===== config.mk =====
export PLATFORM = sky130hd
export DESIGN_NAME = rx_cmd_decode_flat
export DESIGN_NICKNAME = d
export VERILOG_FILES = /design/src/rtl/rx_cmd_decode_if.sv /design/src/rtl/rx_cmd_decode.sv /design/src/flat_wrapper.sv
export SDC_FILE = /design/constraint.sdc
export NUM_CORES = 1
export LEC_CHECK = 0
export BUFFER_PORTS_ARGS = -buffer_cell sky130_fd_sc_hd__clkbuf_2
export CORE_MARGIN = 2
export CORE_UTILIZATION = 55
export CTS_CLUSTER_DIAMETER = 200
export DETAILED_ROUTE_END_ITERATION = 10
export PLACE_DENSITY = 0.74
export SLEW_MARGIN = 25
export SYNTH_ARGS = -nofsm -noshare
export SYNTH_HDL_FRONTEND = slang
export SYNTH_SLANG_ARGS = --single-unit

===== constraint.sdc =====
create_clock -name clk -period 4.9 [get_ports clk]
set_input_delay 0.245 -clock clk [delete_from_list [all_inputs] [get_ports clk]]
set_output_delay 0.245 -clock clk [all_outputs]
set_load 0.02 [all_outputs]

===== src/rtl/rx_cmd_decode_if.sv =====
`default_nettype none
// ============================================================================
// Module   : rx_cmd_decode_if
// Purpose  : Byte-in / frame-out bundle between UART receiver and command parser.
// Revision : 1.0
// ============================================================================
interface rx_cmd_decode_if;
    logic [7:0]  rx_byte;
    logic        rx_byte_en;
    logic [63:0] rx_data;
    logic        rx_data_vld;
    logic        rx_busy;
    logic        frame_err;
    logic [7:0]  err_cnt;

    // master = byte source / frame consumer side, slave = the parser
    modport master (
        output rx_byte, rx_byte_en,
        input  rx_data, rx_data_vld, rx_busy, frame_err, err_cnt
    );
    modport slave (
        input  rx_byte, rx_byte_en,
        output rx_data, rx_data_vld, rx_busy, frame_err, err_cnt
    );
endinterface
`default_nettype wire


===== src/rtl/rx_cmd_decode.sv =====
`default_nettype none
// ============================================================================
// Module   : rx_cmd_decode
// Purpose  : Recovers C0 + 8 payload + CF command frames into a 64-bit word.
//            Optional inter-byte timeout enabled by macro RX_TIMEOUT_EN.
// Revision : 1.0
// ============================================================================
module rx_cmd_decode #(
    parameter logic [7:0]  START_BYTE  = 8'hC0,
    parameter logic [7:0]  STOP_BYTE   = 8'hCF,
    parameter logic [31:0] TIMEOUT_CYC = 32'd100000
) (
    input  wire logic       clk,
    input  wire logic       rst_n,
    rx_cmd_decode_if.slave  bus
);

    typedef enum logic [1:0] {
        IDLE    = 2'd0,
        RV_DATA = 2'd1,
        RV_STOP = 2'd2
    } state_t;

    state_t      state_q,   state_d;
    logic [3:0]  cnt_q,     cnt_d;
    logic [63:0] sr_q,      sr_d;
    logic [63:0] data_q,    data_d;
    logic        vld_q,     vld_d;
    logic        busy_q,    busy_d;
    logic        err_q,     err_d;
    logic [7:0]  err_cnt_q, err_cnt_d;
    logic        timeout;
    logic        illegal;

`ifdef RX_TIMEOUT_EN
    logic [31:0] idle_q, idle_d;
    logic [31:0] idle_inc;

    // A strobe in the same cycle as expiry wins over the timeout
    always_comb begin
        idle_inc = idle_q + 32'd1;
        timeout  = (state_q != IDLE) && !bus.rx_byte_en && (idle_inc == TIMEOUT_CYC);
        idle_d   = (state_d == IDLE || bus.rx_byte_en) ? 32'd0 : idle_inc;
    end

    always_ff @(posedge clk or negedge rst_n) begin
        if (!rst_n) idle_q <= 32'd0;
        else        idle_q <= idle_d;
    end
`else
    logic unused_timeout_cyc;
    assign unused_timeout_cyc = ^TIMEOUT_CYC;
    assign timeout            = 1'b0;
`endif

    assign illegal = (cnt_q > 4'd8) ||
                     !(state_q inside {IDLE, RV_DATA, RV_STOP});

    always_comb begin
        state_d = state_q;
        cnt_d   = cnt_q;
        sr_d    = sr_q;
        data_d  = data_q;
        vld_d   = 1'b0;
        err_d   = 1'b0;
        if (illegal) begin
            state_d = IDLE;
            cnt_d   = 4'd0;
        end else if (timeout) begin
            state_d = IDLE;
            cnt_d   = 4'd0;
            sr_d    = 64'd0;
            err_d   = 1'b1;
        end else if (bus.rx_byte_en) begin
            case (state_q)
                IDLE: begin
                    if (bus.rx_byte == START_BYTE) begin
                        state_d = RV_DATA;
                        cnt_d   = 4'd0;
                    end
                end
                RV_DATA: begin
                    if (cnt_q >= 4'd8) begin
                        state_d = IDLE;
                        cnt_d   = 4'd0;
                    end else begin
                        // delimiter values are ordinary payload here
                        sr_d  = {sr_q[55:0], bus.rx_byte};
                        cnt_d = cnt_q + 4'd1;
                        if (cnt_q == 4'd7) state_d = RV_STOP;
                    end
                end
                RV_STOP: begin
                    if (bus.rx_byte == STOP_BYTE) begin
                        data_d  = sr_q;
                        vld_d   = 1'b1;
                        state_d = IDLE;
                    end else if (bus.rx_byte == START_BYTE) begin
                        err_d   = 1'b1;
                        state_d = RV_DATA;
                    end else begin
                        err_d   = 1'b1;
                        state_d = IDLE;
                    end
                    cnt_d = 4'd0;
                end
                default: begin
                    state_d = IDLE;
                    cnt_d   = 4'd0;
                end
            endcase
        end
        err_cnt_d = (err_d && err_cnt_q != 8'hFF) ? err_cnt_q + 8'd1 : err_cnt_q;
        busy_d    = (state_d != IDLE);
    end

    always_ff @(posedge clk or negedge rst_n) begin
        if (!rst_n) begin
            state_q   <= IDLE;
            cnt_q     <= 4'd0;
            sr_q      <= 64'd0;
            data_q    <= 64'd0;
            vld_q     <= 1'b0;
            busy_q    <= 1'b0;
            err_q     <= 1'b0;
            err_cnt_q <= 8'd0;
        end else begin
            state_q   <= state_d;
            cnt_q     <= cnt_d;
            sr_q      <= sr_d;
            data_q    <= data_d;
            vld_q     <= vld_d;
            busy_q    <= busy_d;
            err_q     <= err_d;
            err_cnt_q <= err_cnt_d;
        end
    end

    assign bus.rx_data     = data_q;
    assign bus.rx_data_vld = vld_q;
    assign bus.rx_busy     = busy_q;
    assign bus.frame_err   = err_q;
    assign bus.err_cnt     = err_cnt_q;

endmodule
`default_nettype wire


===== src/flat_wrapper.sv =====
// flat-port wrapper written by rule: the top's interface ports become plain ports
module rx_cmd_decode_flat 
#(
    parameter logic [7:0]  START_BYTE  = 8'hC0,
    parameter logic [7:0]  STOP_BYTE   = 8'hCF,
    parameter logic [31:0] TIMEOUT_CYC = 32'd100000
)
  (clk, rst_n, bus_rx_byte, bus_rx_byte_en, bus_rx_data, bus_rx_data_vld, bus_rx_busy, bus_frame_err, bus_err_cnt);
  rx_cmd_decode_if bus_i ();
  input  wire logic clk;
  input  wire logic rst_n;
  input wire logic [$bits(bus_i.rx_byte)-1:0] bus_rx_byte;
  input wire logic [$bits(bus_i.rx_byte_en)-1:0] bus_rx_byte_en;
  output wire logic [$bits(bus_i.rx_data)-1:0] bus_rx_data;
  output wire logic [$bits(bus_i.rx_data_vld)-1:0] bus_rx_data_vld;
  output wire logic [$bits(bus_i.rx_busy)-1:0] bus_rx_busy;
  output wire logic [$bits(bus_i.frame_err)-1:0] bus_frame_err;
  output wire logic [$bits(bus_i.err_cnt)-1:0] bus_err_cnt;
  assign bus_i.rx_byte = bus_rx_byte;
  assign bus_i.rx_byte_en = bus_rx_byte_en;
  assign bus_rx_data = bus_i.rx_data;
  assign bus_rx_data_vld = bus_i.rx_data_vld;
  assign bus_rx_busy = bus_i.rx_busy;
  assign bus_frame_err = bus_i.frame_err;
  assign bus_err_cnt = bus_i.err_cnt;
  rx_cmd_decode #(.START_BYTE(START_BYTE), .STOP_BYTE(STOP_BYTE), .TIMEOUT_CYC(TIMEOUT_CYC)) u_core (.clk(clk), .rst_n(rst_n), .bus(bus_i));
endmodule

[After elaboration in Yosys (flattened, before gate mapping)]
Cells that the tools add are included.
Cells by class
  magnitude comparators: 2
  muxes and demuxes: 21
  bitwise operators: 2
  add/sub/neg operators: 2
  reduce and logical (&&, ||, !) cells: 10
  eq/ne operators: 7
Operator list (count)
  $eq A8 B8 Y1 const B: 2
  $mux W4: 4
  $mux W2: 6
  $mux W1: 9
  $add A8 B1 Y8 const B: 1
  $ne A8 B8 Y1 const B: 1
  $pmux W4 S2: 1
  $reduce_and A4 Y1: 2
  $pmux W2 S3: 1
  $add A4 B1 Y4 const B: 1
  $eq A4 B3 Y1 const B: 1
  $ge A4 B4 Y1 const B: 1
  $gt A4 B4 Y1 const B: 1
  $reduce_bool A2 Y1: 2
  $ne A3 B2 Y1 const B: 1
  $reduce_bool A3 Y1: 1
  $eq A2 B1 Y1 const B: 1
  $eq A2 B2 Y1 const B: 1
  $logic_not A2 Y1: 1
  $not A1 Y1: 2
  $reduce_and A2 Y1: 1
  $logic_and A1 B1 Y1: 1
  $logic_not A1 Y1: 1
  $logic_or A1 B1 Y1: 1
Storage, ports and cells
  output and inout bits: 75
  word-level logic and storage cells: 52
  register bits after elaboration: 145

[Depth between registers and ports, before layout]
  depth after elaboration: 7
  depth in mapped cells: 8
  depth with buffers taken out: 6

[Worst setup path after synthesis]
Ideal clock, no wire load.
  kind: register to register
  start point: reg u_core.cnt_q[0]
  end point: reg u_core.data_q[14], in the netlist u_core.bus.rx_data[14]
  path slack: 2998 ps
  cell stages (with the launch flop): 9
  required time: 4775 ps
  arrival: 1777 ps
  library setup time: 125 ps
  buffers on the path: 2
  cell sequence: dfrtp_1 > inv_1 > ha_1 > nand2b_4 > a211oi_4 > nand3_2 > buf_6 > buf_6 > mux2_4
On the way
  longest elaborated chain between the ends: 4
RTL lines
  start, declared: RTL line rx_cmd_decode.sv:25  | logic [3:0] cnt_q, cnt_d;
  start signal, assigned: RTL line rx_cmd_decode.sv:129  | cnt_q <= cnt_d;
  $gt A4 B4 Y1: RTL line rx_cmd_decode.sv:56  | assign illegal = (cnt_q > 4'd8) ||
  $logic_or A1 B1 Y1: RTL line rx_cmd_decode.sv:56
  $not A1 Y1 (no line)
  $reduce_and A4 Y1 (no line)
  end signal, assigned: RTL line rx_cmd_decode.sv:131  | data_q <= data_d;
  end, declared: RTL line rx_cmd_decode.sv:27  | logic [63:0] data_q, data_d;
Every way passes these cells.
A chain may end at the register's enable or synchronous reset.

[Worst setup path after layout]
  start point: reg u_core.cnt_q[0]
  end point: reg u_core.data_q[43], in the netlist u_core.bus.rx_data[43]
Same word-level chain as after synthesis.

==> out/results.md <==
| Group | Metric | Value |
|:---|:---|:---|
| floorplan | Initial core utilization | 56.83% |
| setup path | Setup slack of the most critical reg-to-reg path | 2.72 ns |
| finish | Layout cells sized above 1 | 54.14% |
| logic synthesis | Sequential-to-total area share from yosys stat | 61.85% |
| timing | Worst-margin pin slew | 1.030 ns |
| logic synthesis | Main combinational cell family by area after synthesis | multiplexers |
| outcome | Result of the run | complete, no violations |
| worst hold path | Number of cells on the worst hold path | 3 |
| placement | Pre-CTS WS | 2.503 ns |
| logic synthesis | Ys Warns | 0 |
| clock tree | Sinks on Clock Net | 145 |
| placement | Instance count after placement with tap cells included | 566 |
| drt | Number of DRC violations after detailed routing | 0 |
| logic synthesis | Synth unique cells | 34 |
| logic synthesis | Net count after synthesis | 373 |
| setup path | Arrival time of data at the critical path endpoint | 2.58 ns |
| timing | Number of setup violations in the final report | 0 |
| power and ir drop | LEAKAGE | 3.617 nW |
| finish | Ant diodes | 0 |
| drt | Total wire length after detailed routing | 10030 µm |
| job | Max-capacitance violation count | 0 |
| placement | Weighted congestion reported at the end of routability-driven placement | 0.7449 |
| setup path | Critical path type | reg2reg |
| worst hold path | Kind of path behind the tightest hold check | in2reg |
| timing | Setup slack of the critical path after layout | 2.723 ns |
| timing | Max-slew violation count | 0 |
| global route | GRT Total Usage | 19.39% |
| logic synthesis | Fraction of synthesized area in multiplexers | 28.45% |
| global route | Antenna violations before repair | 0 |
| logic synthesis | Number of synthesized register bits | 145 |
| finish | Area delta synth->final | 20.00% |
| logic synthesis | Complex-gate fraction of the synthesized area | 2.175% |
| placement | DP HPWL | 6238 µm |
| logic synthesis | Fraction of synthesis flops using an asynchronous set or reset pin | 100.0% |
| logic synthesis | Synthesized area | 5867 µm² |
| drt | Detail Route Antenna Nets | 0 |
| clock tree | Number of CTS-inserted buffers | 17 |
| finish | Non-filler cells, final | 607 |
| timing | Period utilisation layout | 44.42% |
| setup path | CP max FO | 65 |
| setup path | FF-to-FF path depth | 7 |
| floorplan | Top-level port count | 86 |
| global route | First-pass GRT wire length | 16910 µm |
| drt | Number of iterations in the first detailed-routing pass | 5 |
| setup path | Critical path capture point type | flop |
| clock tree | Number of H-tree levels | 4 |
| floorplan | Area of the core region | 10320 µm² |
| drt | Routed via count divided by cell count | 5.351 |
| clock tree | Clock latency reported for the late side of the worst-skew pair | 0.52 ns |
| timing | Accumulated negative setup slack | 0 ns |
| floorplan | Full die area | 11510 µm² |
| logic synthesis | Main synth FF type | sky130_fd_sc_hd__dfrtp_1 |
| logic synthesis | Adder-cell share of the synthesized area | 0.6398% |
| logic synthesis | Simple-gate share of the synthesized area | 3.839% |
| drt | Vias | 3248 |
| placement | Quantity of I/O buffers inserted on ports | 85 |
| timing | Clock skew after layout | 0.005796 ns |
| timing | Tightest slew margin relative to the limit | 31.34% |
| setup path | Startpoint types | flop |
| clock tree | Clock root buffer | sky130_fd_sc_hd__clkbuf_8 |
| logic synthesis | Average instance area after synthesis | 16.34 µm² |
| setup path | Critical Path RT | 5.31 ns |
| global route | Met1 layer usage reported by global route | 27.63% |
| timing | Worst hold slack | 0.1687 ns |
| timing | Fin crit period | 2.177 ns |
| drt | Post-detailed-route wirelength per cell | 16.53 µm |
| logic synthesis | Post-synthesis share of cell area spent on xor and xnor gates | 0.7464% |
| floorplan | Cell Rows | 37 |
| clock tree | Clock transition time at the flip-flop clock pins of the worst setup and hold paths | 0.06 ns |
| global route | Met2 usage in global routing | 27.98% |
| clock tree | Clock tree from TritonCTS | done |
| floorplan | Floorplan die width | 107.3 µm |
| clock tree | Number of buffers between clock root and the deepest sink | 2 |
| power and ir drop | Power density cells | 518.9 nW/µm² |
| global route | Met3 track demand over resource | 6.356% |
| logic synthesis | Number of enable-type register cells in the synthesized netlist | 0 |
| finish | Net count of the finished layout | 472 |
| power and ir drop | Max IR drop VDD | 235.3 µV |
| drt | Iter 0 DRT Violations | 150 |
| global route | Vias in the first global route | 3297 |
| timing | Top achievable clock speed | 459.4 MHz |
| global route | Global route overflow | 0 |
| logic synthesis | Synthesized instance count | 359 |
| floorplan | Chip height | 107.3 µm |
| timing | Final hold violations | 0 |
| clock tree | Number of gates resized after cts | 0 |
| timing | Setup repair after global routing missed its margin | no |
| global route | Busiest layer in global routing | met2 |
| power and ir drop | Total power | 3.654 mW |
| global route | Pin count of the biggest net entering global routing | 84 |
[power by group]
group	switching [mW]	total, mW	internal [mW]
Combinational	0.263	0.671	0.408
Sequential	0.253	1.76	1.51
Clock	0.487	1.22	0.737
[per-layer routing]
metal | routed length (µm) | share of wire [%] | up-vias
li1 | - | - | 1484
met5 | 0 | 0 | -
met4 | 150 | 1.5 | 0
met1 | 4785 | 48 | 1663
met3 | 547 | 5.5 | 15
met2 | 4547 | 45 | 86
[kinds of logic (layout without fill, tap and decap cells)]
group           after synthesis  after routing
simple gates                 37             37
xor+xnor                      5              5
mux                         132            132
compound gates               16             16
flops                       145            145
fa+ha+maj                     3              3
buf+inv                      21            133
[critical path, cell delays in order, from the launching register on]
cell and delay, ns:
sky130_fd_sc_hd__dfrtp_1 0.41, sky130_fd_sc_hd__inv_1 0.07, sky130_fd_sc_hd__ha_1 0.19, sky130_fd_sc_hd__nand2b_4 0.08, sky130_fd_sc_hd__a211oi_4 0.43, sky130_fd_sc_hd__nand3_4 0.10, sky130_fd_sc_hd__buf_6 0.34, sky130_fd_sc_hd__mux2_4 0.39
[sequential cells by signal (all words and copies together) (netlist names)]
name / flops
u_core.bus.rx_data: 64
u_core.sr_q: 64
u_core.bus.err_cnt: 8
u_core.cnt_q: 4
u_core.state_q: 2
u_core.bus.frame_err: 1
u_core.bus.rx_busy: 1
u_core.bus.rx_data_vld: 1
[synth_stat cells, drive strengths merged (2+ instances only)]
cell type | number | share of area, %
a211oi | 2 | 0.47
a21oi | 4 | 0.34
a22o | 2 | 0.30
a31oi | 2 | 0.21
a32o | 2 | 0.34
and2 | 2 | 0.21
and3 | 4 | 0.43
and4 | 2 | 0.30
and4bb | 2 | 0.43
buf | 15 | 1.9
dfrtp | 145 | 62
ha | 3 | 0.64
inv | 5 | 0.32
mux2 | 131 | 28
nand2 | 8 | 0.51
nand2b | 3 | 0.45
nand3 | 6 | 0.60
nand4 | 4 | 0.43
nor2 | 3 | 0.19
xnor2 | 5 | 0.75
[metrics by stage]
stage / util, % / instance area, µm²
global placement: 61.79 / 6379
global route: 68.20 / 7041
CTS: 68.16 / 7037
floorplan: - / 5867
detailed placement: 61.79 / 6379
finish: 68.20 / 7041
[cell type report]
class / instances / area, µm²
Clock buffer: 19 / 431.7
Clock inverter: 13 / 136.4
Fill cell: 738 / 3283
Inverter: 5 / 18.77
Multi-Input combinational cell: 193 / 2115
Sequential cell: 145 / 3628
Tap cell: 136 / 170.2
Timing Repair Buffer: 96 / 540.5
[placed cells by master (no fill, tap or decap), types with 3 or more instances in the layout]
| cell type | n |
|---|---|
| sky130_fd_sc_hd__clkinv_2 | 5 |
| sky130_fd_sc_hd__nand4_1 | 4 |
| sky130_fd_sc_hd__a21oi_1 | 4 |
| sky130_fd_sc_hd__mux2_4 | 49 |
| sky130_fd_sc_hd__nand3_1 | 5 |
| sky130_fd_sc_hd__mux2_2 | 82 |
| sky130_fd_sc_hd__nor2_1 | 3 |
| sky130_fd_sc_hd__ha_1 | 3 |
| sky130_fd_sc_hd__clkbuf_16 | 16 |
| sky130_fd_sc_hd__dlygate4sd3_1 | 9 |
| sky130_fd_sc_hd__dfrtp_1 | 145 |
| sky130_fd_sc_hd__inv_1 | 5 |
| sky130_fd_sc_hd__clkbuf_2 | 84 |
| sky130_fd_sc_hd__and3_1 | 4 |
| sky130_fd_sc_hd__nand2_1 | 8 |
| sky130_fd_sc_hd__clkinv_4 | 4 |
| sky130_fd_sc_hd__xnor2_1 | 5 |
[repair_timing]
action | CTS | global route
hold endpoints to repair | 90 | 0
setup endpoints to repair | 0 | 0
hold buffers | 9 | 0
setup buffers | 0 | 0
[path summary, 6_finish.rpt]
kind | from | to
setup / recovery | u_core.cnt_q[0] | u_core.bus.rx_data[43]
hold / removal | bus_rx_byte_en | u_core.bus.rx_busy
setup reg to reg | u_core.cnt_q[0] | u_core.bus.rx_data[43]
hold reg to reg | u_core.sr_q[57] | u_core.bus.rx_data[57]
max in group asynchronous | rst_n | u_core.sr_q[54]
min in group asynchronous | rst_n | u_core.bus.rx_data[41]
Power figures use the tool's default switching activity.
